**src/rtl/lsu_load_tracker.sv**
```systemverilog
// lsu_load_tracker: in-order queue of outstanding data-memory loads. Matches each
// memory response to the ROB id of the oldest load, formats the returned word
// by size/sign/offset, and emits a one-cycle finish pulse. A ROB flush marks
// every tracked load as killed so its response is drained without reporting.
module lsu_load_tracker #(
    parameter int DEPTH = 4,
    parameter int ID_W  = 7
) (
    input  logic            clk,
    input  logic            rst,
    input  logic            flush,
    input  logic            iss_valid,
    input  logic [ID_W-1:0] iss_id,
    input  logic [1:0]      iss_size,
    input  logic            iss_signed,
    input  logic [1:0]      iss_off,
    output logic            iss_ready,
    input  logic            mem_resp_valid,
    input  logic [31:0]     mem_rdata,
    output logic            rfin,
    output logic [ID_W-1:0] rid,
    output logic [31:0]     rdata,
    output logic            busy,
    output logic            resp_err
);

    localparam int PTR_W = $clog2(DEPTH);

    logic [ID_W-1:0] ent_id     [DEPTH];
    logic [1:0]      ent_size   [DEPTH];
    logic            ent_signed [DEPTH];
    logic [1:0]      ent_off    [DEPTH];
    logic            ent_killed [DEPTH];

    // Pointers carry an extra wrap bit so full and empty can be told apart.
    logic [PTR_W:0]   head;
    logic [PTR_W:0]   tail;
    logic [PTR_W-1:0] head_idx;
    logic [PTR_W-1:0] tail_idx;
    logic             full;
    logic             empty;
    logic             push;
    logic             pop;
    logic             live_pop;
    logic [7:0]       sel_byte;
    logic [15:0]      sel_half;
    logic [31:0]      fmt_data;

    assign head_idx  = head[PTR_W-1:0];
    assign tail_idx  = tail[PTR_W-1:0];
    assign full      = (head_idx == tail_idx) && (head[PTR_W] != tail[PTR_W]);
    assign empty     = (head == tail);
    assign iss_ready = ~full;
    assign busy      = ~empty;
    assign push      = iss_valid & ~full & ~flush;
    assign pop       = mem_resp_valid & ~empty;
    assign live_pop  = pop & ~ent_killed[head_idx] & ~flush;

    // Extract and extend the loaded value using the head entry's size, sign and offset.
    always_comb begin
        sel_byte = mem_rdata[7:0];
        case (ent_off[head_idx])
            2'd0:    sel_byte = mem_rdata[7:0];
            2'd1:    sel_byte = mem_rdata[15:8];
            2'd2:    sel_byte = mem_rdata[23:16];
            default: sel_byte = mem_rdata[31:24];
        endcase
        sel_half = ent_off[head_idx][1] ? mem_rdata[31:16] : mem_rdata[15:0];
        case (ent_size[head_idx])
            2'd0:    fmt_data = {{24{ent_signed[head_idx] & sel_byte[7]}}, sel_byte};
            2'd1:    fmt_data = {{16{ent_signed[head_idx] & sel_half[15]}}, sel_half};
            default: fmt_data = mem_rdata;
        endcase
    end

    // Advance head on any pop and tail on an accepted push; reset empties the queue.
    always_ff @(posedge clk) begin
        if (rst) begin
            head <= '0;
            tail <= '0;
        end else begin
            if (pop)  head <= head + 1'b1;
            if (push) tail <= tail + 1'b1;
        end
    end

    // Entry payload is written on push; a flush kills everything currently held.
    always_ff @(posedge clk) begin
        if (push) begin
            ent_id[tail_idx]     <= iss_id;
            ent_size[tail_idx]   <= iss_size;
            ent_signed[tail_idx] <= iss_signed;
            ent_off[tail_idx]    <= iss_off;
            ent_killed[tail_idx] <= 1'b0;
        end
        if (flush) begin
            for (int i = 0; i < DEPTH; i++) begin
                ent_killed[i] <= 1'b1;
            end
        end
    end

    // Register the finish pulse; id and data only change on a live pop.
    always_ff @(posedge clk) begin
        if (rst) begin
            rfin  <= 1'b0;
            rid   <= '0;
            rdata <= '0;
        end else begin
            rfin <= live_pop;
            if (live_pop) begin
                rid   <= ent_id[head_idx];
                rdata <= fmt_data;
            end
        end
    end

    // A response with nothing outstanding is a sticky error until reset.
    always_ff @(posedge clk) begin
        if (rst) begin
            resp_err <= 1'b0;
        end else if (mem_resp_valid && empty) begin
            resp_err <= 1'b1;
        end
    end

endmodule

```
**config.mk**
```make
export PLATFORM = sky130hd
export DESIGN_NAME = lsu_load_tracker
export DESIGN_NICKNAME = d
export VERILOG_FILES = /design/src/rtl/lsu_load_tracker.sv
export SDC_FILE = /design/constraint.sdc
export NUM_CORES = 1
export LEC_CHECK = 0
export ABC_AREA = 1
export CAP_MARGIN = 20
export CORE_ASPECT_RATIO = 0.6
export CORE_MARGIN = 8
export CORE_UTILIZATION = 52
export DETAILED_ROUTE_END_ITERATION = 16
export GPL_TIMING_DRIVEN = 0
export HOLD_SLACK_MARGIN = 0.08
export PLACE_DENSITY = 0.86
export SYNTH_ARGS = -nofsm -noshare
export SYNTH_HDL_FRONTEND = slang
export SYNTH_SLANG_ARGS = --single-unit
export TNS_END_PERCENT = 50
```
**constraint.sdc**
```tcl
create_clock -name clk -period 2.2 [get_ports clk]
set_input_delay 0.33 -clock clk [delete_from_list [all_inputs] [get_ports clk]]
set_output_delay 0.33 -clock clk [all_outputs]
set_load 0.005 [all_outputs]
```
==> impl_metrics.tcl <==
set metrics [dict create \
    num_vias 4109 \
    cts.clk_slew.worst_paths_ns 0.07 \
    n_fill_cell 664 \
    die_y_um 89.3 \
    worst_slew_margin_rel_pct 57.6 \
    hold_violations 0 \
    max_stage_delay_ns 0.53 \
    finalCritPeriodShare_pct 97.6 \
    grt_max_degree 17 \
    io_pins 92 \
    clk_path_buf_depth 2 \
    finalNonFillerCells 786 \
    ctsHtreeMaxLevel 3 \
    drive_above_1_share_pct 9.35 \
    cp.required_ns 1.87 \
    maxCapViolCount 0 \
    route.detailed.drc 0 \
    avgSynthCellArea_um2 8.25 \
    status "complete, no violations" \
    crit_chain "buf_2, xnor2_2, nand3b_1, clkdlybuf4s50_1" \
    worstSetupStartpointType "flop" \
    port_buffers 91 \
    fin_util_pct 70.5 \
    antenna_found_initial 0 \
    fp.coreArea_um2 8590 \
    antenna_cells 0 \
    p_per_area_nw_per_um2 822 \
    ys_seq_area_share_pct 54.0 \
    synth_area_um2 4650 \
    p_leak_nw 2.56 \
    grt_pass1_wl_um 20100 \
    wl_per_cell_um 16.2 \
    clock_sinks 101 \
    rsz0062_at_grt "true" \
    min_period_ns 2.15 \
    syn2layout_area_growth_pct 30.1 \
    cp_top_family "buffers and inverters" \
    cp.arrival_ns 1.82 \
    drv_slew 0 \
    post_cts_buffers 0 \
    via_per_inst 5.23 \
    postSynthCellCount 564 \
    drt_first_pass_iters 6 \
    ir_drop_uv 639 \
    crit_path_top_delay_cell "clkdlybuf4s50_1" \
    grt_use_total_pct 20.7 \
    ctsHoldBuffers 0 \
    setup_viol 0 \
    overflow 0 \
    end_kind "output pin" \
    die-width_um 138 \
    synth_seq_cells 101 \
    cts-root-buf "clkbuf_16" \
    syn_nets 618 \
    grt_pass1_vias 3933 \
    drtIter0Drc 349 \
    post-dp-hpwl_um 9690 \
    worstMarginPinSlew_ns 0.635 \
    placementRows 26 \
    start_util_pct 54.2 \
    max_freq_ghz 0.466 \
    cts_made_buffers 9 \
    yosys.area.top_type_share_pct 31.6 \
    cts_tree "built" \
    finalPower_mw 4.98 \
    finClkSkew_ns 0.0100 \
    placed_cells 768 \
    routed_wl_um 12700 \
    final_antenna_net_count 0 \
    dieArea_um2 12300 \
    ys_types 32 \
    insertion_delay_ns 0.35 \
    nNetsFinal 723 \
    cp_num_buf_inv 2 \
    yosys_warnings 0 \
    synth_area_leaders "edfxtp_1 32%, dfxtp_1 22%, nor2_1 10%, o21ai_0 7.7%, nand2_1 6.4%" \
    hold_path_class "flop to flop" \
    yosysTopAreaCell "edfxtp_1" \
    gp_congestion 0.935 \
    critPathMaxFanout 7 \
    critical_path_class "flop to output pin" \
]
==> worst reg2reg max path, cell delays in order (launching register included) <==
cell	delay, ns
dfxtp_1	0.31
clkbuf_4	0.19
xnor2_2	0.17
nand3b_1	0.22
nand3_2	0.24
nor2_1	0.28
buf_4	0.27
==> logic make-up after synthesis <==
logic type | Yosys count | synth area share (%)
flops | 101 | 54.0
fa+ha+maj | 5 | 1.34
compound gates | 109 | 12.2
simple gates | 249 | 22.7
buf+inv | 96 | 8.95
xor+xnor | 4 | 0.753
==> synthesized netlist by cell type <==
master      n
ha_1        5
buf_1       1
nor2_1    130
nand4_1     1
a21oi_4     1
clkbuf_1    9
nand2_4     1
buf_2       9
inv_2       6
nand3_2     8
o31ai_1     1
dfxtp_1    52
buf_6       5
nand3b_1    1
xnor2_1     3
nand2_2     3
nand3_1    22
xor2_1      1
nor2_2      1
nor3_1      1
clkinv_1    1
nand2_1    79
a31oi_1     7
nand3_4     1
buf_4       2
edfxtp_1   49
a21oi_1    26
inv_1      63
o21ai_0    72
o21ai_1     1
o22ai_1     1
nor2_4      1
==> through the flow <==
stage | TNS [ns] | area, um^2 | hold slack (ns) | setup slack, ns
final | 0 | 6050 | 0.453 | 0.0537
after global routing | -0.0157 | 6050 | 0.487 | -0.0157
after CTS | -7.00 | 6020 | 0.455 | -0.293
after detailed placement | -14.94 | 5710 | 0.444 | -0.423
after global placement | -15.21 | 5710 | 0.441 | -0.405
after floorplan | 0 | 4650 | 0.429 | 0.228
==> state kept, by name (all words and copies together) (netlist names), named ones only <==
name        count
rdata          32
rid             7
ent_off         8
ent_id         28
ent_signed      4
head            3
ent_killed      4
resp_err        1
ent_size        8
tail            3
rfin            1
==> cell usage in the layout (no fill, tap or decap), types with 3 or more instances in the layout <==
cell	netlist	routed
a21oi_1	26	26
nand3_1	22	21
buf_4	2	5
edfxtp_1	49	49
dfxtp_1	52	52
clkdlybuf4s50_1	0	91
nor2_1	130	128
nand3_2	8	9
buf_6	5	5
clkbuf_1	9	8
o21ai_0	72	72
clkbuf_16	0	9
buf_2	9	8
inv_2	6	6
nor2_4	1	3
nand2_2	3	3
inv_1	63	63
ha_1	5	5
nand2_1	79	79
a31oi_1	7	7
==> cell type report <==
class / instances / area, um^2 / share of cell area [%]
flip-flops and latches: 101 / 2510 / 41.5
multi-input cells: 367 / 1760 / 29.1
repair buffers: 94 / 933 / 15.4
inverters: 70 / 263 / 4.34
clock buffers: 12 / 258 / 4.26
plain buffers: 26 / 158 / 2.60
well taps: 112 / 140 / 2.31
clock inverters: 4 / 30.0 / 0.496
==> timing repair <==
action	in CTS	in global routing
endpoints found under the hold margin	0	0
pin swaps	0	0
setup endpoints to repair	46	23
gates resized for setup	3	7
==> worst paths after layout <==
check                              from                 endpoint  slack (ns)  depth (start not counted)
hold / removal    resp_err$_SDFFE_PP0P_    resp_err$_SDFFE_PP0P_        0.45                          2
setup reg to reg   head[1]$_SDFFE_PP0P_  ent_off[2][0]$_DFFE_PP_        0.22                          6
setup / recovery   head[0]$_SDFFE_PP0P_                iss_ready        0.05                          4
hold reg to reg   resp_err$_SDFFE_PP0P_    resp_err$_SDFFE_PP0P_        0.45                          2
==> metal layers <==
layer	wire [um]	share of wire [%]	global-route usage (%)	up-vias
met5	0	0	0	-
met4	176	1.4	6.76	0
met3	1120	8.8	6.74	20
met2	5540	43	32.1	178
met1	5910	46	27.0	1883
li1	-	-	-	2028
==> power by group <==
part | internal, mW | total [mW] | leakage [nW] | switching (mW)
sequential | 2.08 | 2.14 | 0.868 | 0.0582
clock | 0.839 | 1.52 | 0.147 | 0.683
combinational | 0.517 | 1.32 | 1.54 | 0.799
Power figures use the tool's default switching activity.
